==> src/rtl/elevador_pkg.sv <==
// Shared definitions for the elevator floor-dispatch slice.
package elevador_pkg;

    localparam int unsigned FLOORS  = 5;
    localparam int unsigned FLOOR_W = 3;

    typedef enum logic [2:0] {
        IDLE,
        MOVE,
        ARRIVE,
        DOOR_REQ,
        DOOR_WAIT
    } state_t;

endpackage

==> src/rtl/elevador_req_scan.sv <==
// Classifies latched calls relative to the car: at this floor, ahead of or behind the scan.
module elevador_req_scan
    import elevador_pkg::*;
#(
    parameter int unsigned FLOORS  = elevador_pkg::FLOORS,
    parameter int unsigned FLOOR_W = elevador_pkg::FLOOR_W
) (
    input  logic [FLOORS-1:0]  pending,
    input  logic [FLOOR_W-1:0] floor,
    input  logic               dir_up,
    output logic               req_here,
    output logic               req_ahead,
    output logic               req_behind
);

    logic req_above;
    logic req_below;

    // Reduce pending calls strictly above and strictly below the current floor.
    always_comb begin
        req_above = 1'b0;
        req_below = 1'b0;
        for (int unsigned i = 0; i < FLOORS; i++) begin
            if (FLOOR_W'(i) > floor) begin
                req_above = req_above | pending[i];
            end
            if (FLOOR_W'(i) < floor) begin
                req_below = req_below | pending[i];
            end
        end
    end

    // Map above/below onto the scan direction.
    always_comb begin
        req_here   = pending[floor];
        req_ahead  = dir_up ? req_above : req_below;
        req_behind = dir_up ? req_below : req_above;
    end

endmodule

==> src/rtl/elevador_floor_ctrl.sv <==
// Floor-dispatch controller: latches calls, scans floor by floor, hands door cycles to the door block.
module elevador_floor_ctrl
    import elevador_pkg::*;
#(
    parameter int unsigned FLOORS     = elevador_pkg::FLOORS,
    parameter int unsigned MOVE_TICKS = 4,
    parameter int unsigned FLOOR_W    = elevador_pkg::FLOOR_W
) (
    input  logic               clk,
    input  logic               rst_a_p,
    input  logic               tick_en,
    input  logic [FLOORS-1:0]  call_btn,
    input  logic               door_busy,
    output logic               door_req,
    output logic [FLOOR_W-1:0] floor,
    output logic [FLOORS-1:0]  floor_led,
    output logic [FLOORS-1:0]  pending,
    output logic               dir_up,
    output logic               moving
);

    localparam int unsigned        CNT_W     = $clog2(MOVE_TICKS + 1);
    localparam logic [FLOOR_W-1:0] TOP_FLOOR = FLOOR_W'(FLOORS - 1);
    localparam logic [CNT_W-1:0]   CNT_LAST  = CNT_W'(MOVE_TICKS - 1);

    state_t             state;
    state_t             state_nxt;
    logic [FLOOR_W-1:0] floor_q;
    logic [FLOOR_W-1:0] floor_step;
    logic [FLOORS-1:0]  pend_q;
    logic [FLOORS-1:0]  pend_nxt;
    logic [FLOORS-1:0]  here_oh;
    logic [FLOORS-1:0]  call_acc;
    logic [CNT_W-1:0]   cnt_q;
    logic               dir_q;
    logic               step;
    logic               serve;
    logic               req_here;
    logic               req_ahead;
    logic               req_behind;

    elevador_req_scan #(
        .FLOORS  (FLOORS),
        .FLOOR_W (FLOOR_W)
    ) u_req_scan (
        .pending    (pend_q),
        .floor      (floor_q),
        .dir_up     (dir_q),
        .req_here   (req_here),
        .req_ahead  (req_ahead),
        .req_behind (req_behind)
    );

    // One-hot decode of the current floor, shared by the LED output and call clearing.
    always_comb begin
        here_oh          = '0;
        here_oh[floor_q] = 1'b1;
    end

    // Travel strobe and saturating next-floor value.
    always_comb begin
        step       = (state == MOVE) && tick_en && (cnt_q == CNT_LAST);
        floor_step = floor_q;
        if (dir_q) begin
            if (floor_q != TOP_FLOOR) begin
                floor_step = floor_q + 1'b1;
            end
        end else begin
            if (floor_q != '0) begin
                floor_step = floor_q - 1'b1;
            end
        end
    end

    // State register.
    always_ff @(posedge clk) begin
        if (!rst_a_p) begin
            state <= IDLE;
        end else begin
            state <= state_nxt;
        end
    end

    // Next-state logic for the collective scan.
    always_comb begin
        state_nxt = state;
        unique case (state)
            IDLE: begin
                if (req_here) begin
                    state_nxt = DOOR_REQ;
                end else if (req_ahead) begin
                    state_nxt = MOVE;
                end
            end
            MOVE: begin
                if (step) begin
                    state_nxt = ARRIVE;
                end
            end
            ARRIVE: begin
                if (req_here) begin
                    state_nxt = DOOR_REQ;
                end else if (req_ahead) begin
                    state_nxt = MOVE;
                end else begin
                    state_nxt = IDLE;
                end
            end
            DOOR_REQ: begin
                if (door_busy) begin
                    state_nxt = DOOR_WAIT;
                end
            end
            DOOR_WAIT: begin
                if (!door_busy) begin
                    state_nxt = IDLE;
                end
            end
            default: state_nxt = IDLE;
        endcase
    end

    // Moore outputs decoded from the state.
    always_comb begin
        door_req = (state == DOOR_REQ);
        moving   = (state == MOVE);
    end

    // Call latch: the floor being served clears its bit on DOOR_REQ entry (clear beats a same-cycle set),
    // and presses for the current floor are ignored while the door is already cycling.
    always_comb begin
        serve    = (state_nxt == DOOR_REQ) && (state != DOOR_REQ);
        call_acc = call_btn;
        if ((state == DOOR_REQ) || (state == DOOR_WAIT)) begin
            call_acc = call_btn & ~here_oh;
        end
        pend_nxt = pend_q | call_acc;
        if (serve) begin
            pend_nxt = pend_nxt & ~here_oh;
        end
    end

    // Datapath registers: calls, travel counter, floor position and scan direction.
    always_ff @(posedge clk) begin
        if (!rst_a_p) begin
            pend_q  <= '0;
            cnt_q   <= '0;
            floor_q <= '0;
            dir_q   <= 1'b1;
        end else begin
            pend_q <= pend_nxt;
            if ((state == MOVE) && tick_en) begin
                cnt_q <= step ? '0 : cnt_q + 1'b1;
            end
            if (step) begin
                floor_q <= floor_step;
            end
            // Reversal happens in IDLE one cycle before the move; an idle car at an
            // end floor parks its direction pointing back into the shaft.
            if ((state == IDLE) && !req_here && !req_ahead) begin
                if (req_behind) begin
                    dir_q <= ~dir_q;
                end else if (floor_q == '0) begin
                    dir_q <= 1'b1;
                end else if (floor_q == TOP_FLOOR) begin
                    dir_q <= 1'b0;
                end
            end
        end
    end

    assign floor     = floor_q;
    assign floor_led = here_oh;
    assign pending   = pend_q;
    assign dir_up    = dir_q;

endmodule

==> config.mk <==
export PLATFORM = sky130hd
export DESIGN_NAME = elevador_floor_ctrl
export DESIGN_NICKNAME = d
export VERILOG_FILES = /design/src/rtl/elevador_pkg.sv /design/src/rtl/elevador_req_scan.sv /design/src/rtl/elevador_floor_ctrl.sv
export SDC_FILE = /design/constraint.sdc
export NUM_CORES = 1
export LEC_CHECK = 0
export BUFFER_PORTS_ARGS = -buffer_cell sky130_fd_sc_hd__buf_2
export CAP_MARGIN = 10
export CELL_PAD_IN_SITES_DETAIL_PLACEMENT = 1
export CELL_PAD_IN_SITES_GLOBAL_PLACEMENT = 2
export CORE_MARGIN = 2
export CORE_UTILIZATION = 27
export CTS_CLUSTER_DIAMETER = 50
export DETAILED_ROUTE_END_ITERATION = 6
export GPL_TIMING_DRIVEN = 0
export PLACE_DENSITY_LB_ADDON = 0.1
export SLEW_MARGIN = 20
export SYNTH_ARGS = -nofsm -noshare
export SYNTH_HDL_FRONTEND = slang
export SYNTH_SLANG_ARGS = --single-unit
==> constraint.sdc <==
create_clock -name clk -period 2.25 [get_ports clk]
set_clock_uncertainty 0.2 [all_clocks]
set_input_delay 0.45 -clock clk [delete_from_list [all_inputs] [get_ports clk]]
set_output_delay 0.45 -clock clk [all_outputs]
set_load 0.01 [all_outputs]
==> summary.txt, run 1 <==
Setup path
  – Buffers and inverters on the worst path: 2
  – Crit path cell chain: buf_8 -> clkinvlp_4 -> ha_2 -> or3b_1 -> a21oi_2 -> a311oi_1 -> nor4bb_1 -> o32a_1
  – WP data arrival: 2.17 ns
  – CP startpoint kind: flip-flop
  – Crit-path slowest cell: dfxtp_4
  – Critical path peak fanout: 10
  – Critical Path End Type: flip-flop
  – CP max stage delay: 0.36 ns
  – Delay-heaviest family, CP: simple AND/OR/NAND/NOR gates
  – Type of the worst setup path: flip-flop to flip-flop
  – Critical Path RT: around 2.3 ns

Timing
  – Final Critical Period: 2.177 ns
  – Max Fclk: about 460 MHz
  – Final setup TNS: 0 ns
  – Endpoints failing setup: 0
  – RSZ-0062 raised after global routing: yes
  – Final Hold Viols: 0
  – Final worst-path cycle share: a little over nine tenths
  – Worst Setup Slack, final: 0.07283 ns
  – WHS: between 0.2 and 0.3 ns
  – Worst Tran Pin Value: roughly 0.58 ns
  – Slew HR: 61.66%
  – Max Slew Vio Count: 0

Detailed routing
  – DRC Markers: 0
  – Via density: 5.076
  – Antenna Nets Post-Route: 0
  – Drt wl/cell: roughly 15 um
  – Number of detailed-route iterations in the first pass: 4
  – Total Wirelength: 3082 um
  – DRT iter0 DRCs: 26
  – Via count: about 1100

Place
  – Dpl ws: -0.2340 ns
  – GP Congestion: between 0.7 and 0.8
  – Post-placement cell count: 201
  – HPWL after detailed placement: 2316 um
  – Number of port buffers: 24

Global routing
  – First-pass GRT wire length: 5133 um
  – Vias in the first global route: roughly 1100
  – Initial antenna violation count: 0
  – All-Layer GR Usage: 15.34%
  – Largest net degree at the start of global routing: 11
  – Grt total ovfl: 0

Cells and area
  – Sequential Area: 305.3 um2
  – Layout cells sized above 1: 32.72%
  – Fillers: 463
  – Syn-to-layout area delta: 28.96%
  – Area taken by multi-input logic gates: 706.9 um2
  – Diodes inserted: 0
  – Final Non-Filler Cells: 210
  – Final nets: between 150 and 200

Flow run
  – Max Cap Viol: 0

Power and ir drop
  – PD cells: 448.3 nW/um2
  – Power Total: 0.0006120 W
  – Standby leakage power: 0.6003 nW
  – Maximum vdd drop: 0.2117 mV

Clocking
  – Clock sinks: 15
  – CTS Root Cell: clkbuf_8
  – Clock-pin transition on the worst setup and hold timing paths: 0.07 ns
  – H-Tree Depth: 1
  – Clock Latency Late Sink: between 0.2 and 0.3 ns
  – CTS buffer count: 3
  – Clock Path Buffers: 2
  – TritonCTS clock tree: yes

Yosys
  – Top cell type's share of synthesized area: around 28%
  – Avg Inst Size Synth: between 8 and 9 um2
  – Synth cell types: 47
  – Number of enable flip-flop cells after synthesis: 0
  – Synth area leaders: dfxtp_1 28%, ha_1 8.3%, a21oi_1 5.2%
  – Mux contribution to synthesized area: 4.846%
  – Compound-gate portion of the synthesized area: between 20% and 30%
  – Mapped Nets: 145
  – Xor and xnor area share after synthesis: 2.482%
  – Top_reg_cell synth: dfxtp_1
  – Sequential area share after synthesis: 28.37%
  – Area leader, netlist: dfxtp_1
  – Mapped Cells: 129
  – Ys async rst share: 0%
  – Adder-Cell Fraction of Synth Area: 8.274%
  – Yosys warning count: 0
  – Seq cells post-synth: 15
  – Post-Synth Simple-Gate Area: 25.41%
  – Synthesized area: 1059 um2
  – Largest family of logic cells by synthesized area: simple AND/OR/NAND/NOR gates

Die
  – Core ar.: 3716 um2
  – Full die area: 4438 um2
  – Initial Util: approximately 28%
  – Chip width: between 60 and 70 um
  – Io pins: 25
  – Die height: 66.62 um
  – Placement Rows: 22

Min path
  – Worst min path class: primary input to flip-flop

Status
  – Status: complete, no violations
==> kinds of logic (layout without fill, tap and decap cells) <==
logic type	after synthesis	after routing
buffers and inverters	15	48
AO/OA/AOI/OAI	37	37
AND/OR/NAND/NOR	47	47
multiplexers	5	5
XOR/XNOR	3	3
adder cells (fa/ha/maj)	7	7
flip-flops	15	15
==> synthesized netlist by cell type (all sizes together), types with 3 or more instances <==
| cell type | instances |
|---|---|
| ha | 7 |
| inv | 8 |
| buf | 5 |
| nand2b | 5 |
| dfxtp | 15 |
| o21ai | 6 |
| nor3 | 6 |
| a21oi | 11 |
| a211oi | 3 |
| or3b | 3 |
| a211o | 3 |
| nor2 | 12 |
| mux2i | 4 |
| nand2 | 7 |
==> registers in the layout (all words and copies together), names as in the netlist <==
register,cells
dir_up,1
state,3
cnt_q,3
pending,5
floor,3
==> where the power goes <==
group | total, W | switching [W] | internal [W] | leakage, nW
combinational | 0.0000918 | 0.0000473 | 0.0000445 | 0.453
clock | 0.000227 | 0.000101 | 0.000126 | 0.0228
sequential | 0.000294 | 0.0000169 | 0.000277 | 0.125
==> cells in the final DEF (no fill, tap or decap), types with 4 or more instances in the layout <==
| master | synthesis | routed |
|---|---|---|
| nand2_1 | 7 | 7 |
| a21oi_1 | 11 | 10 |
| mux2i_1 | 4 | 4 |
| buf_2 | 3 | 26 |
| o21ai_0 | 5 | 5 |
| buf_4 | 1 | 6 |
| nor2_1 | 12 | 12 |
| dfxtp_1 | 15 | 13 |
| ha_1 | 7 | 6 |
| nor3_2 | 1 | 4 |
| inv_1 | 8 | 6 |
| nand2b_1 | 5 | 5 |
==> worst paths after layout <==
path              from  slack (ns)  cells after the start        to
max           floor[0]        0.07                      8    dir_up
min          door_busy        0.26                      2  state[2]
max reg2reg   floor[0]        0.07                      8    dir_up
min reg2reg   cnt_q[1]        0.28                      2  cnt_q[1]
==> area by class of cell <==
cell class	instances	share of cell area (%)
tap	48	4.400
inverter	8	2.750
multi-input combinational	99	51.79
clock buffer	4	3.300
timing repair buffer	29	11.55
sequential	15	22.36
buffer	7	3.850
==> routing by layer <==
layer,wire length (um),vias to the layer above,track usage [%]
met5,0,-,0
met4,45,0,7.143
met3,103,5,2.703
met2,1442,19,24.63
met1,1490,511,19.80
li1,-,531,-
==> stage by stage <==
step | cell area [um2] | utilization [%]
after floorplan | 1059 | -
after global placement | 1239 | 33.33
after detailed placement | 1239 | 33.33
after CTS | 1331 | 35.82
after global routing | 1365 | 36.73
final | 1365 | 36.73
==> what timing repair did <==
action / 4_1_cts / 5_1_grt
endpoints found under the hold margin: 0 / 0
pin swaps: 2 / 3
hold buffers: 0 / 0
buffers inserted: 3 / 2
setup endpoints to repair: 4 / 3
gates cloned: 0 / 0
resized for setup: 9 / 4
Note: power is estimated with default switching activity, not from simulation.
==> run 2: changes to the inputs <==
Settings changed: SETUP_SLACK_MARGIN set to 0.1.
==> run 2 against run 1 <==
Against the previous run: hold slack improved by 0.0076 ns; sequential power about the same; wire length increased by 1.6%.
==> summary.txt, run 2 (same netlist as run 1, synthesis figures left out) <==
Status
  – Status: complete, no violations

Cells and area
  – Most common cell after layout, fill and taps aside: buf_2
  – Syn-to-layout area delta: 35.82%
  – Fillers: 463
  – Layout cells sized above 1: between 30% and 40%
  – Final Non-Filler Cells: 216
  – Diodes inserted: 0
  – Max FFs per register: 5
  – Final nets: 185
  – Most frequent cells in the layout: 26 x buf_2, 13 x dfxtp_1, 12 x buf_4, 12 x nor2_1, 10 x a21oi_1

Place
  – Post-placement cell count: between 200 and 250
  – GP Congestion: ~0.77
  – HPWL after detailed placement: 2265 um
  – Number of port buffers: 24

Setup path
  – Delay-heaviest family, CP: simple AND/OR/NAND/NOR gates
  – Buffers and inverters on the worst path: 2
  – Type of the worst setup path: flip-flop to flip-flop
  – Critical Path End Type: flip-flop
  – Crit-path slowest cell: or3b_4
  – Crit path cell chain: buf_8 -> clkinvlp_4 -> ha_2 -> or3b_4 -> nand3_1 -> a311oi_1 -> nor4bb_1 -> o32a_1
  – CP startpoint kind: flip-flop
  – WP data arrival: 2.11 ns
  – Critical Path RT: 2.23 ns
  – Critical path peak fanout: 4
  – CP max stage delay: 0.39 ns

Global routing
  – Grt total ovfl: 0
  – First-pass GRT wire length: between 5000 and 6000 um
  – Initial antenna violation count: 0
  – Largest net degree at the start of global routing: 11
  – Vias in the first global route: roughly 1100
  – All-Layer GR Usage: 15.78%

Timing
  – RSZ-0062 raised after global routing: yes
  – WHS: 0.2712 ns
  – Endpoints failing setup: 0
  – Final Hold Viols: 0
  – Slew HR: between 60% and 70%
  – Worst Tran Pin Value: 0.5777 ns
  – Max Slew Vio Count: 0
  – Final Critical Period: 2.123 ns
  – Max Fclk: 471.0 MHz
  – Final worst-path cycle share: 94.36%

Detailed routing
  – Number of detailed-route iterations in the first pass: 3
  – Total Wirelength: roughly 3100 um
  – Antenna Nets Post-Route: 0
  – DRC Markers: 0
  – DRT iter0 DRCs: 46
  – Drt wl/cell: 14.50 um
  – Via density: 4.852
  – Via count: 1048

Die
  – Full die area: around 4400 um2
  – Initial Util: between 20% and 30%
  – Placement Rows: 22
  – Core ar.: between 3000 and 4000 um2
  – Chip width: 66.62 um
  – Io pins: 25
  – Die height: 66.62 um

Clocking
  – Clock Latency Late Sink: 0.24 ns
  – H-Tree Depth: 1
  – Clock Path Buffers: 2
  – CTS Root Cell: clkbuf_8
  – Clock sinks: 15
  – TritonCTS clock tree: yes
  – CTS buffer count: 3
  – Clock-pin transition on the worst setup and hold timing paths: 0.07 ns

Power and ir drop
  – PD cells: 424.0 nW/um2
  – Maximum vdd drop: ~0.26 mV
  – Standby leakage power: 0.6305 nW

Min path
  – Worst min path class: primary input to flip-flop

Flow run
  – Max Cap Viol: 0
-- run 2: changes by cell type in the layout (fill, tap and decap cells not counted) --
cell	change
ha_1	-1
o221ai_2	+1
ha_4	+1
nor3_4	+1
or3b_4	+1
or3b_1	-1
o221ai_1	-1
nor3_2	-1
buf_4	+6
-- run 2: routing by layer --
| metal | global-route usage (%) | vias to the layer above | routed length, um |
|---|---|---|---|
| met5 | 0 | - | 0 |
| met2 | 28.25 | 13 | 1546 |
| met3 | 2.196 | 2 | 99 |
| li1 | - | 543 | - |
| met1 | 19.47 | 490 | 1461 |
| met4 | 4.592 | 0 | 23 |
-- run 2: report_power, final --
part           internal [W]  switching, W  total (W)
Clock              0.000125     0.0000955   0.000221
Combinational     0.0000462     0.0000489  0.0000951
Sequential         0.000277     0.0000170   0.000294
-- run 2: what timing repair did --
action | CTS | global route
pin swaps | 5 | 1
hold buffers | 0 | 0
setup buffers | 10 | 1
endpoints found under the setup margin | 4 | 7
gates resized for setup | 11 | 5
-- run 2: cell type report --
type / count / area, um2 / share of cell area (%)
tap: 48 / 60.06 / 4.178
multi-input combinational: 99 / 734.5 / 51.09
inverter: 8 / 37.54 / 2.611
sequential: 15 / 305.3 / 21.24
clock buffer: 4 / 45.04 / 3.133
timing repair buffer: 35 / 202.7 / 14.10
buffer: 7 / 52.55 / 3.655
-- run 2: final timing paths --
path | depth (start not counted) | slack [ns] | from | to
max | 8 | 0.13 | floor[0] | dir_up
min | 2 | 0.27 | door_busy | state[2]
max reg2reg | 8 | 0.13 | floor[0] | dir_up
min reg2reg | 2 | 0.28 | cnt_q[1] | cnt_q[1]
-- run 2: per-stage QoR --
step           total power [W]  instance area (um2)  worst slack (ns)  TNS [ns]  utilization [%]
2_1_floorplan        0.0003572                 1062            0.1214         0                -
3_3_place_gp         0.0003891                 1242           -0.1108   -0.1108            33.43
3_5_place_dp         0.0003926                 1242           -0.1456   -0.1664            33.43
4_1_cts              0.0006196                 1403            0.1285         0            37.74
5_1_grt              0.0006541                 1438           0.02678         0            38.69
6_report             0.0006095                 1438            0.1269         0            38.69
